`src/rtl/aes_pkg.sv`:
```
// Shared AES-128 constants and helpers: S-box table, sub_word, xtime, round-counter type.
package aes_pkg;

    typedef logic [3:0] round_t;

    localparam round_t     AES_NR    = 4'd10;
    localparam logic [7:0] RCON_INIT = 8'h01;

    // Byte b of the S-box sits at bits [8*(255-b)+7 -: 8], i.e. entry 0 is the MSB byte.
    localparam logic [2047:0] SBOX_TBL = {
        128'h637c777bf26b6fc53001672bfed7ab76,
        128'hca82c97dfa5947f0add4a2af9ca472c0,
        128'hb7fd9326363ff7cc34a5e5f171d83115,
        128'h04c723c31896059a071280e2eb27b275,
        128'h09832c1a1b6e5aa0523bd6b329e32f84,
        128'h53d100ed20fcb15b6acbbe394a4c58cf,
        128'hd0efaafb434d338545f9027f503c9fa8,
        128'h51a3408f929d38f5bcb6da2110fff3d2,
        128'hcd0c13ec5f974417c4a77e3d645d1973,
        128'h60814fdc222a908846eeb814de5e0bdb,
        128'he0323a0a4906245cc2d3ac629195e479,
        128'he7c8376d8dd54ea96c56f4ea657aae08,
        128'hba78252e1ca6b4c6e8dd741f4bbd8b8a,
        128'h703eb5664803f60e613557b986c11d9e,
        128'he1f8981169d98e949b1e87e9ce5528df,
        128'h8ca1890dbfe6426841992d0fb054bb16
    };

    function automatic logic [7:0] sbox(input logic [7:0] b);
        return SBOX_TBL[{~b, 3'b111} -: 8];
    endfunction

    function automatic logic [31:0] sub_word(input logic [31:0] w);
        return {sbox(w[31:24]), sbox(w[23:16]), sbox(w[15:8]), sbox(w[7:0])};
    endfunction

    function automatic logic [7:0] xtime(input logic [7:0] r);
        return {r[6:0], 1'b0} ^ (8'h1b & {8{r[7]}});
    endfunction

    function automatic logic [7:0] gf_mult2(input logic [7:0] r);
        return xtime(r);
    endfunction

endpackage

```
`src/rtl/aes_key_expand_step.sv`:
```
// One AES-128 key-schedule step: current round key + rcon -> next round key (combinational).
module aes_key_expand_step
    import aes_pkg::*;
(
    input  logic [127:0] cur_key,
    input  logic [7:0]   rcon,
    output logic [127:0] next_key
);

    logic [31:0] w0, w1, w2, w3;
    logic [31:0] t, n0, n1, n2, n3;

    assign w0 = cur_key[31:0];
    assign w1 = cur_key[63:32];
    assign w2 = cur_key[95:64];
    assign w3 = cur_key[127:96];

    assign t  = sub_word({w3[23:0], w3[31:24]}) ^ {rcon, 24'h0};
    assign n0 = w0 ^ t;
    assign n1 = w1 ^ n0;
    assign n2 = w2 ^ n1;
    assign n3 = w3 ^ n2;

    assign next_key = {n3, n2, n1, n0};

endmodule

```
`src/rtl/aes_round_key_stage.sv`:
```
// AddRoundKey stage with an on-the-fly AES-128 key schedule and a single registered output slot.
// Define AES_RKS_ROUND_OUT_EN to expose the per-beat round index on out_round.
module aes_round_key_stage
    import aes_pkg::*;
(
    input  logic         clk,
    input  logic         rst,
    input  logic         key_load,
    input  logic [127:0] key_in,
    output logic         key_ready,
    input  logic         in_valid,
    output logic         in_ready,
    input  logic [127:0] in_state,
    output logic         out_valid,
    input  logic         out_ready,
    output logic [127:0] out_state,
`ifdef AES_RKS_ROUND_OUT_EN
    output logic [3:0]   out_round,
`endif
    output logic         out_final
);

    typedef enum logic {NOKEY, KEYED} ctl_state_t;

    ctl_state_t   state, state_n;
    logic [127:0] base_key, cur_key, next_key;
    round_t       round;
    logic [7:0]   rcon;
    logic         accept, last;

    always_ff @(posedge clk) begin
        if (rst) state <= NOKEY;
        else     state <= state_n;
    end

    always_comb begin
        state_n = state;
        if (key_load) state_n = KEYED;
    end

    assign key_ready = (state == KEYED);
    assign in_ready  = key_ready && !key_load && (!out_valid || out_ready);
    assign accept    = in_valid && in_ready;
    assign last      = (round == AES_NR);

    aes_key_expand_step u_step (
        .cur_key  (cur_key),
        .rcon     (rcon),
        .next_key (next_key)
    );

    // Key schedule: accept and key_load are mutually exclusive since in_ready masks load cycles.
    always_ff @(posedge clk) begin
        if (rst) begin
            base_key <= '0;
            cur_key  <= '0;
            round    <= '0;
            rcon     <= RCON_INIT;
        end else if (key_load) begin
            base_key <= key_in;
            cur_key  <= key_in;
            round    <= '0;
            rcon     <= RCON_INIT;
        end else if (accept) begin
            if (last) begin
                cur_key <= base_key;
                round   <= '0;
                rcon    <= RCON_INIT;
            end else begin
                cur_key <= next_key;
                round   <= round + 4'd1;
                rcon    <= xtime(rcon);
            end
        end
    end

    always_ff @(posedge clk) begin
        if (rst) begin
            out_valid <= 1'b0;
            out_state <= '0;
            out_final <= 1'b0;
        end else if (accept) begin
            out_valid <= 1'b1;
            out_state <= in_state ^ cur_key;
            out_final <= last;
        end else if (out_ready) begin
            out_valid <= 1'b0;
        end
    end

`ifdef AES_RKS_ROUND_OUT_EN
    always_ff @(posedge clk) begin
        if (rst)         out_round <= '0;
        else if (accept) out_round <= round;
    end
`endif

endmodule

```
`config.mk`:
```
export PLATFORM = sky130hd
export DESIGN_NAME = aes_round_key_stage
export DESIGN_NICKNAME = d
export VERILOG_FILES = /design/src/rtl/aes_pkg.sv /design/src/rtl/aes_key_expand_step.sv /design/src/rtl/aes_round_key_stage.sv
export SDC_FILE = /design/constraint.sdc
export NUM_CORES = 2
export LEC_CHECK = 0
export BUFFER_PORTS_ARGS = -buffer_cell sky130_fd_sc_hd__buf_2
export CORE_UTILIZATION = 40
export CTS_CLUSTER_SIZE = 14
export DETAILED_ROUTE_END_ITERATION = 16
export SLEW_MARGIN = 40
export SYNTH_ARGS = -nofsm -noshare
export SYNTH_HDL_FRONTEND = slang
export SYNTH_HIERARCHICAL = 1
export SYNTH_SLANG_ARGS = --single-unit
```
`constraint.sdc`:
```
create_clock -name clk -period 9.05 [get_ports clk]
set_input_delay 2.715 -clock clk [delete_from_list [all_inputs] [get_ports clk]]
set_output_delay 2.715 -clock clk [all_outputs]
set_load 0.005 [all_outputs]
```
==> tab_implementation.tex <==
\begin{tabular}{lr}
\hline
Metric & Value \\
\hline
\multicolumn{2}{l}{\textbf{Run status}} \\
Result of the run & finished, final reports clean \\
\multicolumn{2}{l}{\textbf{Global routing}} \\
Initial antenna violation count & 7 \\
Maximum number of pins on one net before global-route repair & 194 \\
Wire length of the first global-routing pass & 198400 um \\
All-layer global routing usage & 0.2920 \\
Remaining global-route overflow & 0 \\
Via count of the first global-routing pass & 31598 \\
\multicolumn{2}{l}{\textbf{Finish}} \\
Multi-input gate area & 23130 um2 \\
Signed area change from the synthesized netlist to the final layout & 9.781\% \\
Fraction of final layout cells with drive strength greater than 1 & 0.1741 \\
Final Net Count & 4516 \\
Commonest non-fill, non-tap cells in the layout & sky130\_fd\_sc\_hd\_\_nand2\_1, sky130\_fd\_sc\_hd\_\_buf\_2, sky130\_fd\_sc\_hd\_\_dfxtp\_1 \\
FILL cells & 8293 \\
Final design utilization & 0.4463 \\
Most common cell after layout, fill and taps aside & sky130\_fd\_sc\_hd\_\_nand2\_1 \\
Storage element area & 8018 um2 \\
\multicolumn{2}{l}{\textbf{Critical path}} \\
Critical setup path kind & in -> out \\
Req. time, crit path & 6.34 ns \\
Critical path launch point type & input pin \\
Maximum fanout encountered on the critical timing path & 56 \\
CP Capture Type & primary output \\
CP arrival & 3.67 ns \\
\multicolumn{2}{l}{\textbf{Timing}} \\
Post-route worst setup slack & 2.669 ns \\
Clock period minus worst slack & 6.381 ns \\
Unrepaired setup endpoints after global routing & no \\
Final worst-path cycle share & 0.7051 \\
Headroom to the max-slew limit & 0.3900 \\
Hold Violations, Final & 0 \\
Worst Max-Slew Pin Slew & 0.9116 ns \\
Worst Clk Skew & 0.02021 ns \\
Max Fclk & 156.7 MHz \\
Final setup fails & 0 \\
Setup TNS & 0 ns \\
Pins Over Slew Limit & 0 \\
\multicolumn{2}{l}{\textbf{Synth}} \\
Fraction of registers with async set/reset & 0 \\
Biggest area consumer among synthesized cells & sky130\_fd\_sc\_hd\_\_dfxtp\_1 \\
Mean area per synthesized cell & 8.097 um2 \\
Fraction of synthesized cell area taken by the top area cell type & 0.2378 \\
Total number of yosys warnings & 6 \\
Number of synthesized register bits & 399 \\
Number of synthesized flops with an enable pin & 0 \\
Post-synthesis net count & 4470 \\
Post-synth design cell area & 33590 um2 \\
Most common flop cell mapped by yosys & sky130\_fd\_sc\_hd\_\_dfxtp\_1 \\
Cell types with the largest area share after synthesis & sky130\_fd\_sc\_hd\_\_dfxtp\_1, sky130\_fd\_sc\_hd\_\_xnor2\_1, sky130\_fd\_sc\_hd\_\_mux2i\_1, sky130\_fd\_sc\_hd\_\_nand2\_1, sky130\_fd\_sc\_hd\_\_a21oi\_1 \\
Gate count after technology mapping & 4149 \\
Number of distinct library cells after synthesis & 108 \\
Share of the yosys chip area belonging to registers & 0.2378 \\
\multicolumn{2}{l}{\textbf{Clock tree}} \\
CTS hold repair buffers & 0 \\
CTS tree & built \\
Clock sink count & 399 \\
Number of setup buffers added after CTS & 0 \\
Worst-skew pair later-pin latency & 0.60 ns \\
Post-cts sizing count & 0 \\
CTS HTree Levels & 2 \\
Library cell used as clock root buffer & sky130\_fd\_sc\_hd\_\_clkbuf\_16 \\
Post-CTS clock slew at the launch and capture registers of the worst setup and hold paths & 0.06 ns \\
Clock buffer count from CTS & 47 \\
Buffer levels on the longest clock path & 3 \\
\multicolumn{2}{l}{\textbf{Floorplan}} \\
Height of the chip & 291.8 um \\
Die area & 85150 um2 \\
Starting Density & 0.4065 \\
Overall die width & 291.8 um \\
IO Count & 393 \\
Core Footprint & 82640 um2 \\
Cell Rows & 105 \\
\multicolumn{2}{l}{\textbf{Placed design}} \\
Pre-CTS setup slack & 2.703 ns \\
Placed wire-length estimate & 86690 um \\
Last weighted congestion value of the routability-driven placer & 1.026 \\
Port bufs & 392 \\
\multicolumn{2}{l}{\textbf{Route}} \\
Detailed router's first-iteration violation count & 4437 \\
Final ANT Viol Nets & 0 \\
Detailed-route wire length & 130100 um \\
Number of remaining DRC errors & 0 \\
Via density per instance & 6.451 \\
Detail-routed net length per standard cell & 24.52 um \\
Router iterations before antenna repair & 11 \\
Total via count in the routed design & 34233 \\
\multicolumn{2}{l}{\textbf{Power}} \\
Reported leakage power & 14.10 nW \\
Power consumption & 6.613 mW \\
Power Dens Cells & 179.3 nW/um2 \\
Worst supply voltage drop on vdd & 0.0001246 V \\
\multicolumn{2}{l}{\textbf{Run}} \\
Max capacitance violation total & 0 \\
\multicolumn{2}{l}{\textbf{Min path}} \\
Path class of the lowest-slack min-delay path & reg -> reg \\
\hline
\end{tabular}
## logic make-up after synthesis
logic type / share of synthesized area
adder cells (fa/ha/maj): 0.02235
AND/OR/NAND/NOR: 0.2124
buffers and inverters: 0.07457
AO/OA/AOI/OAI: 0.2754
multiplexers: 0.07803
flip-flops: 0.2378
XOR/XNOR: 0.09952
## report_power, final
group	total, mW	switching [mW]	internal (mW)
sequential	2.01	0.143	1.87
combinational	2.69	1.62	1.07
clock	1.92	0.829	1.09
## per-stage QoR
stage | hold slack (ns) | area [um2] | cells
floorplan | 0.4357 | 33590 | 4149
finish | 0.4591 | 36880 | 5307
global route | 0.4735 | 36870 | 5303
CTS | 0.4621 | 36790 | 5300
global placement | 0.4428 | 35220 | 5213
detailed placement | 0.4534 | 35260 | 5214
## path summary, 6_finish.rpt
check,startpoint,to,slack (ns),depth (start not counted)
setup / recovery,key_load,in_ready,2.67,4
hold / removal,base_key[102]$_SDFFE_PP0P_,base_key[102]$_SDFFE_PP0P_,0.46,2
setup reg to reg,cur_key[113]$_SDFFE_PP0P_,cur_key[126]$_SDFFE_PP0P_,3.91,12
hold reg to reg,base_key[102]$_SDFFE_PP0P_,base_key[102]$_SDFFE_PP0P_,0.46,2
## registers in the layout, summed over array words and instances (netlist names)
signal,count
round,4
key_ready,1
out_valid,1
rcon,8
out_final,1
out_state,128
cur_key,128
base_key,128
## per-layer routing
metal | GRT usage | vias to the layer above | share of wire
li1 | - | 15588 | -
met1 | 0.4124 | 16334 | 0.43
met2 | 0.4337 | 1924 | 0.43
met3 | 0.05115 | 387 | 0.090
met4 | 0.1236 | 0 | 0.045
met5 | 0 | - | 0
## cell type report
| type | count | share of cell area |
|---|---|---|
| diodes | 5 | 0.0003393 |
| multi-input cells | 3231 | 0.6272 |
| inverters | 53 | 0.005530 |
| flip-flops and latches | 399 | 0.2174 |
| clock buffers | 69 | 0.03847 |
| well taps | 1070 | 0.03630 |
| repair buffers | 463 | 0.07165 |
| clock inverters | 17 | 0.003053 |
## synth_stat cells, types with 16 or more instances
cell type and number:
sky130_fd_sc_hd__a2111oi_0 16, sky130_fd_sc_hd__a211oi_1 121, sky130_fd_sc_hd__a211oi_2 61, sky130_fd_sc_hd__a21oi_1 269
sky130_fd_sc_hd__a221oi_1 20, sky130_fd_sc_hd__a311oi_1 41, sky130_fd_sc_hd__a31oi_1 55, sky130_fd_sc_hd__and2_1 31
sky130_fd_sc_hd__and3_1 25, sky130_fd_sc_hd__buf_1 22, sky130_fd_sc_hd__buf_2 184, sky130_fd_sc_hd__buf_4 38
sky130_fd_sc_hd__buf_6 24, sky130_fd_sc_hd__clkbuf_1 197, sky130_fd_sc_hd__dfxtp_1 399, sky130_fd_sc_hd__ha_1 60
sky130_fd_sc_hd__inv_1 45, sky130_fd_sc_hd__mux2i_1 168, sky130_fd_sc_hd__mux4_2 34, sky130_fd_sc_hd__nand2_1 407
sky130_fd_sc_hd__nand2b_1 92, sky130_fd_sc_hd__nand3_1 70, sky130_fd_sc_hd__nand4_1 21, sky130_fd_sc_hd__nor2_1 291
sky130_fd_sc_hd__nor2b_1 90, sky130_fd_sc_hd__nor3_1 81, sky130_fd_sc_hd__nor3b_1 20, sky130_fd_sc_hd__o2111ai_1 18
sky130_fd_sc_hd__o211ai_1 54, sky130_fd_sc_hd__o21ai_0 160, sky130_fd_sc_hd__o221ai_1 151, sky130_fd_sc_hd__o22ai_1 19
sky130_fd_sc_hd__o311a_1 19, sky130_fd_sc_hd__o311ai_0 47, sky130_fd_sc_hd__o31ai_1 21, sky130_fd_sc_hd__or3_1 18
sky130_fd_sc_hd__or4b_1 128, sky130_fd_sc_hd__xnor2_1 267, sky130_fd_sc_hd__xnor3_1 17, sky130_fd_sc_hd__xor2_1 58
## critical path, stage by stage
cell and delay [ns]:
sky130_fd_sc_hd__clkbuf_8 0.24, sky130_fd_sc_hd__inv_4 0.30, sky130_fd_sc_hd__and3_1 0.22, sky130_fd_sc_hd__buf_2 0.11
No activity file was read; power rests on OpenSTA's default activity.
